===== config.mk =====
export PLATFORM = sky130hd
export DESIGN_NAME = tattr_dma
export DESIGN_NICKNAME = d
export VERILOG_FILES = /design/src/rtl/tattr_dma_pkg.sv /design/src/rtl/tattr_dma.sv
export SDC_FILE = /design/constraint.sdc
export NUM_CORES = 1
export LEC_CHECK = 0
export ABC_AREA = 1
export ABC_CLOCK_PERIOD_IN_PS = 2070
export BUFFER_PORTS_ARGS = -buffer_cell sky130_fd_sc_hd__buf_4
export CORE_ASPECT_RATIO = 1.75
export CORE_UTILIZATION = 40
export DETAILED_ROUTE_END_ITERATION = 8
export PLACE_DENSITY = 0.72
export SYNTH_ARGS = -nofsm -noshare
export SYNTH_HDL_FRONTEND = slang
export SYNTH_SLANG_ARGS = --single-unit

===== constraint.sdc =====
create_clock -name clk -period 2.07 [get_ports clk]
set_clock_uncertainty 0.05 [all_clocks]
set_input_delay 0.414 -clock clk [delete_from_list [all_inputs] [get_ports clk]]
set_output_delay 0.414 -clock clk [all_outputs]
set_load 0.1 [all_outputs]

===== src/rtl/tattr_dma_pkg.sv =====
// Shared definitions for the tile-attribute DMA engine: register map,
// CTRL/STATUS bit positions and the transfer state encoding.
package tattr_dma_pkg;

  localparam logic [1:0] REG_SRC  = 2'd0;
  localparam logic [1:0] REG_DST  = 2'd1;
  localparam logic [1:0] REG_LEN  = 2'd2;
  localparam logic [1:0] REG_CTRL = 2'd3;

  localparam int unsigned CTRL_START   = 0;
  localparam int unsigned CTRL_WAIT_VB = 1;
  localparam int unsigned CTRL_IRQ_EN  = 2;
  localparam int unsigned CTRL_CLEAR   = 3;
  localparam int unsigned CTRL_ABORT   = 4;

  localparam int unsigned STAT_BUSY   = 0;
  localparam int unsigned STAT_DONE   = 1;
  localparam int unsigned STAT_ERROR  = 2;
  localparam int unsigned STAT_IRQ_EN = 3;

  typedef enum logic [2:0] {
    S_IDLE,
    S_WAIT_VB,
    S_REQ,
    S_WAIT_DATA,
    S_WRITE,
    S_DONE
  } state_t;

endpackage


===== src/rtl/tattr_dma.sv =====
// Copies a block of attribute bytes from 32-bit main memory into the video
// unit's tile attribute RAM, one byte per cycle, programmed via four MMIO registers.
module tattr_dma
  import tattr_dma_pkg::*;
#(
  parameter int unsigned TATTR_AW = 9,
  parameter int unsigned LEN_W    = 10
) (
  input  logic                clk,
  input  logic                rst_n,
  input  logic [1:0]          reg_addr,
  input  logic [31:0]         reg_wdata,
  input  logic                reg_wenable,
  output logic [31:0]         reg_rdata,
  input  logic                vblank,
  output logic                mem_req,
  output logic [31:0]         mem_addr,
  input  logic                mem_gnt,
  input  logic                mem_rvalid,
  input  logic [31:0]         mem_rdata,
  output logic [TATTR_AW-1:0] tattr_addr,
  output logic [7:0]          tattr_wdata,
  output logic                tattr_wenable,
  output logic                irq
);

  localparam logic [LEN_W:0] MAX_LEN = {{LEN_W{1'b0}}, 1'b1} << TATTR_AW;

  state_t r_state, w_state_next;

  logic [31:0]         r_src, r_addr, r_word;
  logic [TATTR_AW-1:0] r_dst, r_idx;
  logic [LEN_W-1:0]    r_len, r_cnt;
  logic [1:0]          r_lane;
  logic                r_irq_en, r_done, r_error, r_abort_pend;

  logic w_busy, w_wr_ctrl, w_start, w_abort, w_clear;
  logic w_bad_cfg, w_len_zero, w_launch, w_last_byte, w_word_end;

  assign w_busy      = (r_state != S_IDLE);
  assign w_wr_ctrl   = reg_wenable && (reg_addr == REG_CTRL);
  assign w_start     = w_wr_ctrl && reg_wdata[CTRL_START] && !w_busy;
  assign w_abort     = w_wr_ctrl && reg_wdata[CTRL_ABORT];
  assign w_clear     = w_wr_ctrl && reg_wdata[CTRL_CLEAR];
  assign w_bad_cfg   = (r_src[1:0] != 2'b00) || ({1'b0, r_len} > MAX_LEN);
  assign w_len_zero  = (r_len == '0);
  assign w_launch    = w_start && !w_bad_cfg && !w_len_zero;
  assign w_last_byte = (r_cnt == LEN_W'(1));
  assign w_word_end  = w_last_byte || (r_lane == 2'd3);

  always_ff @(posedge clk or negedge rst_n) begin
    if (!rst_n) r_state <= S_IDLE;
    else        r_state <= w_state_next;
  end

  always_comb begin
    w_state_next = r_state;
    case (r_state)
      S_IDLE:
        if (w_launch) w_state_next = reg_wdata[CTRL_WAIT_VB] ? S_WAIT_VB : S_REQ;
      S_WAIT_VB:
        if (w_abort)     w_state_next = S_IDLE;
        else if (vblank) w_state_next = S_REQ;
      // A grant coinciding with abort still owes us a response; it is absorbed in WAIT_DATA.
      S_REQ:
        if (mem_gnt)      w_state_next = S_WAIT_DATA;
        else if (w_abort) w_state_next = S_IDLE;
      S_WAIT_DATA:
        if (mem_rvalid) w_state_next = (w_abort || r_abort_pend) ? S_IDLE : S_WRITE;
      S_WRITE:
        if (w_abort)         w_state_next = S_IDLE;
        else if (w_word_end) w_state_next = w_last_byte ? S_DONE : S_REQ;
      S_DONE:
        w_state_next = S_IDLE;
      default:
        w_state_next = S_IDLE;
    endcase
  end

  always_ff @(posedge clk or negedge rst_n) begin
    if (!rst_n) begin
      r_src        <= '0;
      r_dst        <= '0;
      r_len        <= '0;
      r_irq_en     <= 1'b0;
      r_done       <= 1'b0;
      r_error      <= 1'b0;
      r_addr       <= '0;
      r_idx        <= '0;
      r_cnt        <= '0;
      r_word       <= '0;
      r_lane       <= '0;
      r_abort_pend <= 1'b0;
    end else begin
      if (reg_wenable && !w_busy) begin
        case (reg_addr)
          REG_SRC: r_src <= reg_wdata;
          REG_DST: r_dst <= reg_wdata[TATTR_AW-1:0];
          REG_LEN: r_len <= reg_wdata[LEN_W-1:0];
          default: ;
        endcase
      end
      if (w_wr_ctrl) r_irq_en <= reg_wdata[CTRL_IRQ_EN];
      // Clear is written before start so a combined write clears then starts.
      if (w_clear) begin
        r_done  <= 1'b0;
        r_error <= 1'b0;
      end
      if (w_start) begin
        if (w_bad_cfg) begin
          r_error <= 1'b1;
        end else if (w_len_zero) begin
          r_done <= 1'b1;
        end else begin
          r_done  <= 1'b0;
          r_error <= 1'b0;
          r_addr  <= r_src;
          r_idx   <= r_dst;
          r_cnt   <= r_len;
        end
      end
      case (r_state)
        S_IDLE: r_abort_pend <= 1'b0;
        S_REQ:
          if (mem_gnt && w_abort) r_abort_pend <= 1'b1;
        S_WAIT_DATA:
          if (mem_rvalid) begin
            r_word       <= mem_rdata;
            r_lane       <= 2'd0;
            r_addr       <= r_addr + 32'd4;
            r_abort_pend <= 1'b0;
          end else if (w_abort) begin
            r_abort_pend <= 1'b1;
          end
        S_WRITE:
          if (!w_abort) begin
            r_idx  <= r_idx + TATTR_AW'(1);
            r_cnt  <= r_cnt - LEN_W'(1);
            r_lane <= r_lane + 2'd1;
          end
        S_DONE: r_done <= 1'b1;
        default: ;
      endcase
    end
  end

  assign mem_req       = (r_state == S_REQ);
  assign mem_addr      = r_addr;
  assign tattr_wenable = (r_state == S_WRITE);
  assign tattr_addr    = r_idx;
  assign tattr_wdata   = r_word[{r_lane, 3'b000} +: 8];
  assign irq           = r_done & r_irq_en;

  always_comb begin
    reg_rdata = '0;
    case (reg_addr)
      REG_SRC: reg_rdata = r_src;
      REG_DST: reg_rdata[TATTR_AW-1:0] = r_dst;
      REG_LEN: reg_rdata[LEN_W-1:0] = r_len;
      default: begin
        reg_rdata[STAT_BUSY]   = w_busy;
        reg_rdata[STAT_DONE]   = r_done;
        reg_rdata[STAT_ERROR]  = r_error;
        reg_rdata[STAT_IRQ_EN] = r_irq_en;
      end
    endcase
  end

endmodule


; ---- Word-level counts from Yosys, hierarchy flattened
; Index checks and enable logic that the tools add are counted.
[classes]
addsub = 4
n_mul = 0
n_div = 0
magnitude_cmp = 1
eq_ne = 18
shifts = 1
mux = 47
bitwise_logic = 1
reduce_logical = 29
[ops]
columns = operator, n
row1 = $mux 32, 5
row2 = $mux 10, 5
row3 = $mux 9, 5
row4 = $add 32x3->32 const B, 1
row5 = $shiftx 32x6->8, 1
row6 = $mux 3, 10
row7 = $mux 22, 1
row8 = $pmux 3 s5, 1
row9 = $pmux 5 s3, 1
row10 = $mux 1, 12
row11 = $pmux 4 s3, 1
row12 = $eq 10x1->1 const B, 1
row13 = $gt 10x10->1 const B, 1
row14 = $logic_not 10->1, 1
row15 = $sub 10x1->10 const B, 1
row16 = $add 9x1->9 const B, 1
row17 = $logic_and 1x1->1, 9
row18 = $reduce_and 2->1, 4
row19 = $eq 2x2->1 const B, 3
row20 = $eq 3x2->1 const B, 2
row21 = $eq 3x3->1 const B, 2
row22 = $mux 2, 3
row23 = $ne 2x2->1 const B, 3
row24 = $ne 3x1->1 const B, 2
row25 = 17 further kinds, 25
[totals]
reg_bits = 143
latch_bits = 0
ram_bits = 0
rom_bits = 0
input_bits = 72
output_inout_bits = 84
wordCells = 114
n_memories = 0

; ---- Longest topological paths before layout
[depth]
ltp_word = 8
mapped_depth = 11
depth_no_buf = 11

; ---- Least setup slack after synthesis
; OpenSTA, ideal clock, no wires.
[synth_timing]
path_kind = reg2out
from = register r_state[2]
to = output reg_rdata[0]
t_arrival_ns = 2.734
required_ns = 1.606
setup_slack_ns = -1.128
path_stages_with_launch = 5
n_path_buf = 0
cell_sequence = dfrtp_1 > inv_1 > nand2_2 > clkinv_2 > o21ai_0
[synth_via]
elab_chain_len = 2
[synth_lines]
columns = item, line_no
row1 = from (decl), tattr_dma.sv:29  ; state_t r_state, w_state_next;
row2 = from (signal assigned), tattr_dma.sv:53  ; else r_state <= w_state_next;
row3 = $reduce_bool 3->1, tattr_dma.sv:40  ; assign w_busy = (r_state != S_IDLE);
row4 = $pmux 4 s3, tattr_dma.sv:156  ; case (reg_addr)
row5 = to (decl), tattr_dma.sv:14  ; output logic [31:0] reg_rdata,
; No other way between the ends.

; ---- Final worst setup path
[layout_timing]
from = register r_lane[0]
to = output tattr_wdata[2]
[layout_via]
elab_chain_len = 1
[layout_lines]
columns = item, line_no
row1 = from (decl), tattr_dma.sv:34  ; logic [1:0] r_lane;
row2 = from (signal assigned), tattr_dma.sv:139  ; r_lane <= r_lane + 2'd1;
row3 = $shiftx 32x6->8, tattr_dma.sv:151  ; assign tattr_wdata = r_word[{r_lane, 3'b000} +: 8];
row4 = to (decl), tattr_dma.sv:22  ; output logic [7:0] tattr_wdata,
; No other way between the ends.

==> results.md <==
* CP required at 1610 ps
* Synth area leaders: dfrtp_1, nand2_1, inv_1
* Via count at 7952
* Vias per cell at 5.09
* Post-Route WL at 23.7 mm
* Synth warn at 0
* Post-synthesis cell type count at 38
* Num ports at 156
* HPWL Detailed at 17.7 mm
* RSZ-0062 raised after global routing: yes
* Family with the most delay on the worst path: buffers and inverters
* Hold/Removal Path Class: primary input to flip-flop
* Syn_nets at 1213
* Fraction of registers with async set/reset at 1.00
* Die Ht at 191 microns
* ANT cells at 0
* Top Usage Layer GRT: met2
* Critical path cell sequence: clkinvlp_4, buf_12, o21ai_2, o22ai_4, buf_8
* First-pass GRT wire length at 36.9 mm
* Post-synth EDFFs at 0
* Clk sinks at 143
* Number of global-route vias before repair at 7552
* Most frequent cell after synthesis: nand2_1
* Cell taking the most area after synthesis: dfrtp_1
* Critical Path Sink Type: output port
* Worst-path cell with the longest stage delay: dfrtp_1
* Part of the cycle the worst path needs at 0.986
* Mapped Area at 0.00815 sq mm
* Met1 Track Usage GR at 0.248
* Startpoint types: flip-flop
* Worst stage delay on the critical path at 410 ps
* CTS clk-pin slew, worst paths at 70 ps
* Crit path kind: flip-flop to output port
* Routability cong. at 0.910
* Max Clk Rate at 490 MHz
* Top FF cell, synth: dfrtp_1
* Overall Power at 19.2 mW
* Row count at 68
* Syn_area_per_cell at 7.17 sq um
* Int Pwr at 8.72 mW
* Pleak at 5.38 nW
* Slew Viols, Final at 0
* Final non-filler cell total at 1561
* Buffer depth of the longest clock path at 2
* Share of the yosys chip area belonging to registers at 0.439
* Drt pass-1 iters at 7
* # Max-Cap Violations at 0
* Mean routed wirelength per cell at 15.2 microns
* Grt total ovfl at 0
* Critical Path Fanout Max at 11
* Final hold viol count at 0
* H-tree levels at 4
* Total die area at 0.0210 sq mm
* Gate power share at 0.575
* Fin crit period at 2040 ps
* Peak VDD IR at 1.33 mV
* Worst-skew pair later-pin latency at 430 ps
* Worst Path Buf+Inv at 3
* Post-route ant nets at 0
* Tot GR Track Use at 0.232
* CP arrival at 1580 ps
* Starting DRC count in detailed routing at 423
* P&R area growth vs syn at 34.1%
* Num CTS Buffers at 17
* Grt met2 use at 0.427
* Initial antenna violation count at 0
* DP Cell Count at 1525
* Clock Root Buffer: clkbuf_16
* # setup viols final at 0
* Syn Inst Count at 1136
* Seq pwr share at 0.273
* Layout Nets at 1380
* DIE WIDTH at 110 microns
* Drt drc at 0
* Largest net degree at the start of global routing at 59
* Sw frac at 0.546
* FF+latch count, synth at 143
* Setup TNS at 0 ps
* Core area at 0.0198 sq mm
* Area fraction of the dominant cell type after synthesis at 0.439
* Grt met3 use at 0.0376
* Measured slew at the worst slew-check pin at 504 ps
* Relative slew slack at 0.661
* Result of the run: completed
* Port buffer count at 155
* Initial Util at 0.411
* TritonCTS clock tree: yes
* Clk network pwr share at 0.153
* Switching pwr at 10.5 mW
* Leading cell types by count after synthesis: nand2_1, inv_1, dfrtp_1
* PD cells at 1760 mW/mm^2
* Layout cells sized above 1 at 0.261
[per-stage QoR]
stage          utilization  hold slack [ps]  setup WS, ps  cell area [sq um]
6_report             0.551              132          29.4              10900
5_1_grt              0.551              123         -35.9              10900
4_1_cts              0.546              117         -33.3              10800
3_5_place_dp         0.510              318          85.7              10100
3_3_place_gp         0.510              318           111              10100
2_1_floorplan            -             68.4          -390               8590
[repair_timing]
item / in CTS / in global routing
resized for setup: 49 / 23
hold buffers: 1 / 0
setup buffers: 3 / 0
hold endpoints to repair: 37 / 0
endpoints found under the setup margin: 11 / 14
[metal layers]
| layer | share of wire | vias to the layer above |
|---|---|---|
| li1 | - | 3938 |
| met5 | 0 | - |
| met4 | 0.044 | 0 |
| met1 | 0.38 | 3736 |
| met3 | 0.037 | 62 |
| met2 | 0.54 | 216 |
[worst reg2reg max path, cell delays in order (launching register included)]
cell and delay (ps):
dfrtp_2 450, nand3_1 180, nor2_4 70, inv_2 240, buf_4 390, nand2_1 170, nand3_1 100, o21ai_0 100
[power by group through the flow]
stage	Combinational, mW	Clock, mW	Sequential [mW]
2_1_floorplan	5.84	0	7.41
3_3_place_gp	10.4	0	5.17
3_5_place_dp	10.5	0	5.19
4_1_cts	10.9	3.01	5.20
5_1_grt	11.8	3.11	5.40
6_report	11.0	2.94	5.24
[kinds of logic after synthesis]
family / after synthesis / synth area share
and+or+nand+nor: 623 / 0.328
buffers and inverters: 199 / 0.103
AOI/OAI and AO/OA: 155 / 0.109
DFF: 143 / 0.439
xor gates and xnor gates: 6 / 0.00645
muxes: 5 / 0.00691
adders and majority gates: 5 / 0.00768
[cell usage in the layout, fill, tap and decap left out, drive strengths merged]
cell / count
a21oi: 23
a221oi: 1
a31oi: 1
buf: 189
bufinv: 1
clkbuf: 17
clkinv: 5
clkinvlp: 9
dfrtp: 143
dlygate4sd3: 1
ha: 5
inv: 157
mux2: 5
nand2: 365
nand3: 116
nand3b: 3
nand4: 12
nor2: 109
nor3: 15
nor4: 1
o2111ai: 1
o21ai: 91
o21bai: 21
o221ai: 5
o22ai: 10
o2bb2ai: 1
o31ai: 1
or2: 2
xor2: 6
[registers in the layout, indices dropped and copies added (netlist names), 2 cells and up]
register,flops
mem_addr,32
r_cnt,10
r_dst,9
r_lane,2
r_len,10
r_src,32
r_state,3
r_word,32
tattr_addr,9
[cell type report]
| class | instances | area (sq um) |
|---|---|---|
| inverters | 157 | 597 |
| multi-input cells | 794 | 4190 |
| well taps | 245 | 307 |
| fillers | 1884 | 8890 |
| clock inverters | 15 | 139 |
| flip-flops and latches | 143 | 3600 |
| repair buffers | 190 | 1670 |
| clock buffers | 17 | 425 |
[final timing paths]
| kind | start | end | slack (ps) | depth (start not counted) |
|---|---|---|---|---|
| min | mem_rdata[3] | r_word[3] | 130 | 3 |
| min reg2reg | r_word[17] | r_word[17] | 430 | 2 |
| max in group asynchronous | rst_n | mem_addr[2] | 940 | 3 |
| max | r_lane[0] | tattr_wdata[2] | 30 | 5 |
| min in group asynchronous | rst_n | tattr_addr[5] | 430 | 2 |
| max reg2reg | r_state[0] | r_lane[0] | 200 | 7 |
Note: power is estimated with default switching activity, not from simulation.
